## src/rtl/chunked_adder.sv

```systemverilog
// chunked_adder: multi-cycle adder/subtractor that walks a W-bit operand pair
// CW bits per clock, keeping the inter-chunk carry in a register so the
// combinational carry chain is only CW bits long.
//
// Handshakes (both sides): a transfer happens on a rising clk edge where
// valid and ready are both 1. The input side is ready only in IDLE; the
// output side holds out_valid, s, cout (and ovf) steady until out_ready.
//
// Optional feature macro: OVF_FLAG_EN adds the ovf port and the MSB-carry
// tracking that produces the two's-complement overflow flag.
//
// The FSM state is kept in the typed signal state_q (state_e) so checkers
// can bind to it directly.
module chunked_adder #(
  parameter int W  = 16,
  parameter int CW = 4
) (
  input  logic         clk,
  input  logic         rst_n,
  input  logic         in_valid,
  output logic         in_ready,
  input  logic [W-1:0] a,
  input  logic [W-1:0] b,
  input  logic         cin,
  input  logic         sub,
  output logic         out_valid,
  input  logic         out_ready,
  output logic [W-1:0] s,
  output logic         cout
`ifdef OVF_FLAG_EN
  ,
  output logic         ovf
`endif
);

  // Number of chunks and the width of the chunk index.
  localparam int N  = W / CW;
  localparam int KW = (N > 1) ? $clog2(N) : 1;

  // Reject illegal geometries at elaboration time.
  if (W < 1 || CW < 1 || (W % CW) != 0) begin : g_param_check
    $error("chunked_adder: W must be >= 1 and a multiple of CW");
  end

  typedef enum logic [1:0] {
    ST_IDLE = 2'd0,
    ST_RUN  = 2'd1,
    ST_DONE = 2'd2
  } state_e;

  state_e state_q, state_d;

  // Captured operands. b_q already holds ~b for subtraction, and the
  // initial carry is 1 in that case, so RUN never needs to know the mode.
  logic [W-1:0]  a_q, a_d;
  logic [W-1:0]  b_q, b_d;
  logic          carry_q, carry_d;
  logic [KW-1:0] k_q, k_d;
  logic [W-1:0]  s_q, s_d;
  logic          cout_q, cout_d;
`ifdef OVF_FLAG_EN
  logic          ovf_q, ovf_d;
  logic          msb_carry_in;
`endif

  logic          accept;
  logic          last_chunk;
  logic [CW-1:0] a_chunk;
  logic [CW-1:0] b_chunk;
  logic [CW:0]   chunk_sum;

  assign accept     = in_valid && in_ready;
  assign last_chunk = (k_q == KW'(N - 1));
  assign a_chunk    = a_q[k_q*CW +: CW];
  assign b_chunk    = b_q[k_q*CW +: CW];
  assign chunk_sum  = {1'b0, a_chunk} + {1'b0, b_chunk} + {{CW{1'b0}}, carry_q};

`ifdef OVF_FLAG_EN
  // Carry into the top bit of the chunk: a ^ b ^ sum at that bit position.
  // On the last chunk this is the carry into the operand MSB.
  assign msb_carry_in = a_chunk[CW-1] ^ b_chunk[CW-1] ^ chunk_sum[CW-1];
`endif

  // FSM state register.
  always_ff @(posedge clk) begin
    if (!rst_n) begin
      state_q <= ST_IDLE;
    end else begin
      state_q <= state_d;
    end
  end

  // FSM next-state logic.
  always_comb begin
    state_d = state_q;
    case (state_q)
      ST_IDLE: if (accept)     state_d = ST_RUN;
      ST_RUN:  if (last_chunk) state_d = ST_DONE;
      ST_DONE: if (out_ready)  state_d = ST_IDLE;
      default:                 state_d = ST_IDLE;
    endcase
  end

  // FSM outputs: handshake flags decoded from the state.
  always_comb begin
    in_ready  = 1'b0;
    out_valid = 1'b0;
    case (state_q)
      ST_IDLE: in_ready  = 1'b1;
      ST_DONE: out_valid = 1'b1;
      default: begin
        in_ready  = 1'b0;
        out_valid = 1'b0;
      end
    endcase
  end

  // Datapath next-state: capture on accept, add one chunk per RUN cycle.
  always_comb begin
    a_d     = a_q;
    b_d     = b_q;
    carry_d = carry_q;
    k_d     = k_q;
    s_d     = s_q;
    cout_d  = cout_q;
`ifdef OVF_FLAG_EN
    ovf_d   = ovf_q;
`endif
    case (state_q)
      ST_IDLE: begin
        if (accept) begin
          a_d     = a;
          b_d     = sub ? ~b : b;
          carry_d = sub ? 1'b1 : cin;
          k_d     = '0;
        end
      end
      ST_RUN: begin
        // Chunks above k keep their old value until their turn comes.
        s_d[k_q*CW +: CW] = chunk_sum[CW-1:0];
        carry_d           = chunk_sum[CW];
        if (last_chunk) begin
          k_d    = '0;
          cout_d = chunk_sum[CW];
`ifdef OVF_FLAG_EN
          ovf_d  = msb_carry_in ^ chunk_sum[CW];
`endif
        end else begin
          k_d = k_q + KW'(1);
        end
      end
      default: begin
        // DONE: result registers hold while the consumer stalls.
      end
    endcase
  end

  // Datapath registers; reset clears everything and drops any in-flight op.
  always_ff @(posedge clk) begin
    if (!rst_n) begin
      a_q     <= '0;
      b_q     <= '0;
      carry_q <= 1'b0;
      k_q     <= '0;
      s_q     <= '0;
      cout_q  <= 1'b0;
`ifdef OVF_FLAG_EN
      ovf_q   <= 1'b0;
`endif
    end else begin
      a_q     <= a_d;
      b_q     <= b_d;
      carry_q <= carry_d;
      k_q     <= k_d;
      s_q     <= s_d;
      cout_q  <= cout_d;
`ifdef OVF_FLAG_EN
      ovf_q   <= ovf_d;
`endif
    end
  end

  assign s    = s_q;
  assign cout = cout_q;
`ifdef OVF_FLAG_EN
  assign ovf  = ovf_q;
`endif

  // Input and output sides are never ready/valid at the same time.
  a_no_overlap: assert property (@(posedge clk) disable iff (!rst_n)
    !(in_ready && out_valid));

  // A stalled result stays put until the consumer takes it.
  a_hold_result: assert property (@(posedge clk) disable iff (!rst_n)
    (out_valid && !out_ready) |=> (out_valid && $stable(s) && $stable(cout)));

endmodule

```

## config.mk

```make
export PLATFORM = sky130hd
export DESIGN_NAME = chunked_adder
export DESIGN_NICKNAME = d
export VERILOG_FILES = /design/src/rtl/chunked_adder.sv
export SDC_FILE = /design/constraint.sdc
export NUM_CORES = 1
export LEC_CHECK = 0
export BUFFER_PORTS_ARGS = -buffer_cell sky130_fd_sc_hd__buf_2
export CAP_MARGIN = 20
export CORE_UTILIZATION = 50
export DETAILED_ROUTE_END_ITERATION = 10
export GPL_TIMING_DRIVEN = 0
export HOLD_SLACK_MARGIN = 0.15
export PLACE_DENSITY = 0.78
export REMOVE_ABC_BUFFERS = 1
export SLEW_MARGIN = 20
export SYNTH_ARGS = -nofsm -noshare
export SYNTH_HDL_FRONTEND = slang
export SYNTH_SLANG_ARGS = --single-unit
```

## constraint.sdc

```tcl
create_clock -name clk -period 3.45 [get_ports clk]
set_input_delay 0.69 -clock clk [delete_from_list [all_inputs] [get_ports clk]]
set_output_delay 0.69 -clock clk [all_outputs]
set_load 0.005 [all_outputs]
```

==> impl_metrics.py, run 1 <==
metrics = {
    "run_status": {
        "status": "complete, no violations",
    },
    "yosys": {
        "synthCells": 268,
        "synth_top_area_share_pct": 42.3,
        "yosysWarnings": 0,
        "synthesis.area_mm2": 0.00256,
        "ys_seq_area_share_pct": 42.3,
        "synth_top_area_cell": "dfxtp_1",
        "synth_edf_count": 0,
        "synth_top_flop_cell": "dfxtp_1",
        "synth_area_leaders": "dfxtp_1, mux4_2, nand2_1",
        "synth.avg_cell_area_um2": 9.54,
        "async_flop_share_pct": 0,
        "yosys.cell_types.count": 35,
        "synth-seq-cells": 54,
    },
    "detailed_routing": {
        "post-route-drc-count": 0,
        "vias": 1973,
        "ant_nets": 0,
        "wl_per_cell_um": 12.5,
        "firstDrtPassIters": 4,
        "via_per_inst": 5.16,
        "drt_iter0_markers": 129,
        "wl_um": 4780,
    },
    "pwr": {
        "cellLeakagePower_nw": 1.22,
        "irDropWorstVdd_mv": 0.240,
        "cellPowerDensity_mw_per_mm2": 445,
    },
    "finish": {
        "areaGrowthSynthToFinish_pct": 15.9,
        "final_nets": 363,
        "diodes": 0,
        "fill_cells": 444,
        "post_route_cells_drive_above_1_share_pct": 27.0,
        "post-route-util_pct": 61.5,
    },
    "grt": {
        "antenna_found_initial": 0,
        "track_usage_pct": 19.3,
        "grt_max_degree": 54,
        "overflow": 0,
        "grt_pass1_wl_um": 7900,
        "grt_pass1_vias": 1767,
    },
    "timing": {
        "setup_tns_ps": 0,
        "rsz0062_at_grt": "no",
        "fmax_ghz": 0.315,
        "min_period_ps": 3180,
        "fin_worst_skew_ps": 4.82,
        "max_slew_margin_pct": 41.6,
        "period_share_pct": 92.1,
        "report.final.slew_viol_count": 0,
        "hold_viol": 0,
        "setup_viol": 0,
        "worst_pin_slew_ps": 875,
    },
    "clock_tree": {
        "clock_latency_ps": 310,
        "cts_tree": "yes",
        "cts.clk_slew.worst_paths_ps": 100,
        "clock-sinks": 54,
        "cts_buffers": 5,
        "cts.path.max_buffers": 2,
        "cts_setup_buffers": 0,
        "holdBufCountCts": 0,
        "cts_root_buffer": "clkbuf_8",
        "cts_resized": 0,
        "htree_levels": 2,
    },
    "setup_path": {
        "cp_top_family": "flip-flops",
        "criticalPathCategory": "flip-flop to flip-flop",
        "worstSetupEndpointType": "flip-flop",
        "critPathLaunchType": "flip-flop",
        "arrival_ps": 3350,
        "cp-endpoint": "carry_q",
        "reg2regPathDepth": 7,
        "path_buf_inv": 0,
        "crit_start": "k_q[0]",
        "cpMostUsedCell": "fa_1",
        "critPathMaxFanout": 18,
        "r2r-end": "carry_q",
        "worst-path-stages": 7,
        "rrSetupSlack_ps": 270,
        "worstReg2RegStart": "k_q[0]",
        "cp_data_required_time_ps": 3620,
        "cp_cell_sequence": "mux4_2 -> fa_1 -> fa_1 -> a21o_1 -> a21oi_1 -> o221a_2 -> nor2_1",
        "cp_slowest_stage_delay_ps": 900,
        "slowest_stage": "dfxtp_1",
    },
    "place": {
        "gp_congestion": 0.786,
        "numPortBuffers": 56,
        "dp_hpwl_um": 3370,
    },
    "die": {
        "num_rows": 25,
        "die_x_um": 73.5,
        "initial_utilization_pct": 53.1,
        "die_area_mm2": 0.00540,
        "coreArea_mm2": 0.00482,
        "io_pins": 57,
        "die_h_um": 73.5,
    },
    "min_path": {
        "hold_path.class": "flip-flop to flip-flop",
    },
    "flow_run": {
        "cap_viol_max_count": 0,
    },
}
routing by layer:
metal | up-vias | global-route usage, % | wire [µm]
met5 | - | 0 | 0
met4 | 0 | 6.41 | 69
met3 | 8 | 5.08 | 175
met2 | 50 | 31.8 | 2350
met1 | 888 | 24.7 | 2190
li1 | 1027 | - | -
logic make-up after synthesis:
family / after synthesis / share of synthesized area [%]
xor gates and xnor gates: 17 / 5.82
and+or+nand+nor: 94 / 17.4
muxes: 9 / 7.49
DFF: 54 / 42.3
adders and majority gates: 11 / 5.97
buffers and inverters: 24 / 5.09
AOI/OAI and AO/OA: 59 / 15.9
cell usage after synthesis, types with 2 or more instances:
cell and count:
and2b_2 2, mux4_2 8, fa_1 2, clkbuf_1 7
ha_1 9, buf_6 3, nor3_1 2, a211oi_1 17
nor4_4 3, xnor2_1 16, buf_4 3, inv_1 5
a32oi_1 3, dfxtp_1 54, buf_2 5, nand2b_1 3
a21oi_1 19, nand2_1 40, a22oi_1 13, nor2_1 39
cell type report:
class | count | area, µm² | area share [%]
clock inverters | 3 | 45.0 | 1.52
flip-flops and latches | 54 | 1080 | 36.5
inverters | 6 | 22.5 | 0.760
multi-input cells | 190 | 1350 | 45.7
repair buffers | 57 | 308 | 10.4
well taps | 67 | 83.8 | 2.83
clock buffers | 5 | 68.8 | 2.32
worst register-to-register path: stages (launching register included):
cell and delay, ps:
dfxtp_1 900, mux4_2 620, fa_1 440, fa_1 420, a21o_1 210, a21oi_1 200, o221a_2 220, nor2_1 40
power breakdown:
part	internal [mW]	switching (mW)	leakage [nW]
combinational	0.0985	0.115	0.723
clock	0.216	0.206	0.0504
sequential	0.656	0.0253	0.442
total	0.970	0.347	1.22
through the flow:
stage          total power, mW  worst slack [ps]  cells  area, µm²  hold WS, ps
2_1_floorplan            0.834               588    250       2450          433
3_3_place_gp             0.901               110    373       2810          441
3_5_place_dp             0.910               304    374       2850          446
4_1_cts                   1.33               253    382       2960          460
5_1_grt                   1.39              45.2    382       2960          471
6_report                  1.32               273    382       2960          457
registers in the layout (all words and copies together), names as in the netlist:
name	flops
carry_q	1
k_q	2
state_q	2
s	16
b_q	16
a_q	16
cout	1
layout by cell type (no fill, tap or decap), types with 2 or more instances in the layout:
master / n
clkinvlp_4: 2
nand2b_1: 3
and2b_2: 2
mux4_2: 8
fa_1: 2
a32oi_1: 3
nor2_1: 38
clkbuf_8: 5
nor4_4: 3
nor3_1: 2
a22oi_1: 13
a211oi_1: 17
inv_1: 5
nand2_1: 40
buf_2: 56
dfxtp_1: 54
a21oi_1: 19
ha_1: 9
xnor2_1: 16
worst min-delay path by stage:
stage | startpoint | endpoint | depth (start not counted)
final | a_q[11] | a_q[11] | 2
after global routing | a_q[14] | a_q[14] | 2
after global placement | a_q[11] | a_q[11] | 2
after CTS | a_q[12] | a_q[12] | 2
after detailed placement | a_q[12] | a_q[12] | 2
after floorplan | a_q[10] | a_q[10] | 2
Power figures use the tool's default switching activity.
==> run 2, diff against run 1 <==
--- a/config.mk
+++ b/config.mk
@@ -6,4 +6,6 @@
 export NUM_CORES = 1
 export LEC_CHECK = 0
+export ABC_AREA = 1
+export ABC_CLOCK_PERIOD_IN_PS = 3450
 export BUFFER_PORTS_ARGS = -buffer_cell sky130_fd_sc_hd__buf_2
 export CAP_MARGIN = 20
@@ -12,5 +14,5 @@
 export GPL_TIMING_DRIVEN = 0
 export HOLD_SLACK_MARGIN = 0.15
-export PLACE_DENSITY = 0.78
+export PLACE_DENSITY = 0.77
 export REMOVE_ABC_BUFFERS = 1
 export SLEW_MARGIN = 20
==> constraint.sdc (replaced) <==
create_clock -name clk -period 3.45 [get_ports clk]
set_input_delay 0.345 -clock clk [delete_from_list [all_inputs] [get_ports clk]]
set_output_delay 0.345 -clock clk [all_outputs]
set_load 0.005 [all_outputs]
==> run 2 against run 1 <==
  * Clock-buffer cell count is 1 higher
  * Utilization fell by 0.22 points
  * Hold slack got worse by 200 ps
  * Total power grew 1.3%
  * Global-route usage rose by 1.5 points
  * Flip-flop and latch count did not move
  * Clock power decreased by 17%
  * Final area rose by 0.30%
  * Largest cell class unchanged
  * Setup slack improved by 41 ps
  * First-iteration DRC count is 58% higher
  * Register-to-register slack gained 40 ps
==> impl_metrics.py, run 2 <==
metrics = {
    "detailed_routing": {
        "firstDrtPassIters": 4,
        "post-route-drc-count": 0,
        "drt_iter0_markers": 204,
        "wl_per_cell_um": 11.9,
        "via_per_inst": 5.06,
        "ant_nets": 0,
        "vias": 2210,
        "wl_um": 5190,
    },
    "setup_path": {
        "critPathMaxFanout": 24,
        "worstSetupEndpointType": "flip-flop",
        "criticalPathCategory": "flip-flop to flip-flop",
        "arrival_ps": 3380,
        "cp_slowest_stage_delay_ps": 690,
        "rrSetupSlack_ps": 310,
        "slowest_stage": "dfxtp_2",
        "cp_cell_sequence": "clkinvlp_4 -> o21ai_0 -> o22ai_1 -> fa_1 -> fa_1 -> xor2_1 -> nand2_1 -> nor2_1 -> a22oi_1 -> nor2_1",
        "cp_top_family": "adder cells",
        "path_buf_inv": 1,
        "critPathLaunchType": "flip-flop",
        "cp_data_required_time_ps": 3690,
    },
    "yosys": {
        "synth_top_family_by_area": "simple AND/OR/NAND/NOR gates",
        "synth_edf_count": 0,
        "synth-seq-cells": 54,
        "muxShareOfSynthArea_pct": 0,
        "synth.most_common_cell": "nor2_1",
        "synthesis.area_mm2": 0.00258,
        "yosys.cell_types.count": 32,
        "yosysWarnings": 0,
        "synth_top_flop_cell": "dfxtp_1",
        "synthAdderAreaFrac_pct": 5.91,
        "yosys.area_share.simple_pct": 22.0,
        "synth_xor_area_share_pct": 5.77,
        "synth_commonest_cells": "nor2_1, dfxtp_1, nand2_1, o21ai_0, a21oi_1",
        "synth_area_leaders": "dfxtp_1, nor2_1, o21ai_0",
        "synth_top_area_cell": "dfxtp_1",
        "synth_top_area_share_pct": 41.9,
        "async_flop_share_pct": 0,
        "ys_seq_area_share_pct": 41.9,
        "synthCells": 324,
        "synth-compound-area-share_pct": 18.6,
        "synth.avg_cell_area_um2": 7.97,
    },
    "finish": {
        "fin_cells": 437,
        "layout.cells.most_common": "nor2_1",
        "areaGrowthSynthToFinish_pct": 15.0,
        "fill_cells": 451,
        "diodes": 0,
        "post_route_cells_drive_above_1_share_pct": 21.9,
        "layout_common_cells": "nor2_1, buf_2, dfxtp_1",
        "final_nets": 420,
    },
    "clock_tree": {
        "cts_root_buffer": "clkbuf_8",
        "cts_buffers": 5,
        "clock-sinks": 54,
        "clock_latency_ps": 300,
        "cts_setup_buffers": 0,
        "htree_levels": 2,
        "cts.path.max_buffers": 2,
        "cts.clk_slew.worst_paths_ps": 90,
        "cts_tree": "yes",
    },
    "min_path": {
        "hold_path.class": "input port to flip-flop",
    },
    "timing": {
        "fmax_ghz": 0.319,
        "period_share_pct": 90.9,
        "report.final.slew_viol_count": 0,
        "max_slew_margin_pct": 32.0,
        "setup_viol": 0,
        "fin_worst_skew_ps": 8.29,
        "holdWs_ps": 257,
        "worst_pin_slew_ps": 1020,
        "min_period_ps": 3140,
        "hold_viol": 0,
        "rsz0062_at_grt": "no",
    },
    "place": {
        "dp_cells": 430,
        "dp_hpwl_um": 3530,
        "numPortBuffers": 56,
        "gp_congestion": 0.797,
    },
    "pwr": {
        "cellLeakagePower_nw": 1.24,
        "cellPowerDensity_mw_per_mm2": 449,
        "irDropWorstVdd_mv": 0.222,
    },
    "grt": {
        "met2_usage_pct": 33.4,
        "grt_pass1_wl_um": 8590,
        "top_usage_layer": "met2",
        "antenna_found_initial": 0,
        "grt_use_met3_pct": 4.80,
        "track_usage_pct": 20.8,
        "grt_max_degree": 52,
        "grt_pass1_vias": 1932,
        "use_met1_pct": 27.1,
        "overflow": 0,
    },
    "die": {
        "num_rows": 25,
        "io_pins": 57,
        "die_x_um": 73.9,
        "initial_utilization_pct": 53.3,
        "die_area_mm2": 0.00546,
        "coreArea_mm2": 0.00485,
        "die_h_um": 73.9,
    },
    "run_status": {
        "status": "complete, no violations",
    },
    "flow_run": {
        "cap_viol_max_count": 0,
    },
}
## run 2: path summary, 6_finish.rpt
check,startpoint,end,depth (start not counted)
max,k_q[0],s[6],10
min,a[0],a_q[0],3
max reg2reg,k_q[0],s[6],10
min reg2reg,s[13],s[13],2
## run 2: power breakdown
part           switching [mW]  leakage, nW  internal [mW]
Combinational           0.176        0.756          0.113
Clock                   0.193       0.0431          0.155
Sequential             0.0303        0.444          0.665
## run 2: timing repair
action / in CTS / in global routing
hold buffers: 0 / 0
gates cloned: 0 / 1
gates resized for setup: 1 / 1
endpoints found under the setup margin: 3 / 2
## run 2: worst reg2reg max path, cell delays in order (launching register included)
cell	delay, ps
dfxtp_2	690
clkinvlp_4	420
o21ai_0	250
o22ai_1	120
fa_1	440
fa_1	410
xor2_1	330
nand2_1	90
nor2_1	150
a22oi_1	100
nor2_1	90
## run 2: cell type report
type                       count  area (µm²)  share of cell area, %
clock buffer                   6        82.6                   2.78
inverter                      15        60.1                   2.02
multi-input combinational    237        1350                   45.4
sequential                    54        1080                   36.4
tap                           67        83.8                   2.82
timing repair buffer          57         308                   10.4
timing repair inverter         1        5.00                  0.168
## run 2: cell families (layout without fill, tap and decap cells)
logic type | count (synthesis) | count (layout)
buffers and inverters | 33 | 79
adders and majority gates | 11 | 11
and+or+nand+nor | 128 | 128
xor gates and xnor gates | 17 | 17
DFF | 54 | 54
AOI/OAI and AO/OA | 81 | 81
## run 2: routing by layer
layer  share of wire (%)  vias up  routed length [µm]
met3                 3.8        6                 198
met1                  48      992                2510
met5                   0        -                   0
met4                 1.2        0                  61
li1                    -     1169                   -
met2                  47       43                2410
## run 2: stage by stage
| step | TNS (ps) | utilization, % | instance area (µm²) | power (mW) | worst slack, ps |
|---|---|---|---|---|---|
| after detailed placement | -228 | 59.4 | 2880 | 0.996 | -120 |
| after global routing | 0 | 61.3 | 2970 | 1.41 | 9.39 |
| after floorplan | 0 | - | 2490 | 0.899 | 604 |
| after global placement | -149 | 58.8 | 2850 | 0.983 | -76.3 |
| final | 0 | 61.3 | 2970 | 1.33 | 314 |
| after CTS | 0 | 61.1 | 2960 | 1.34 | 269 |
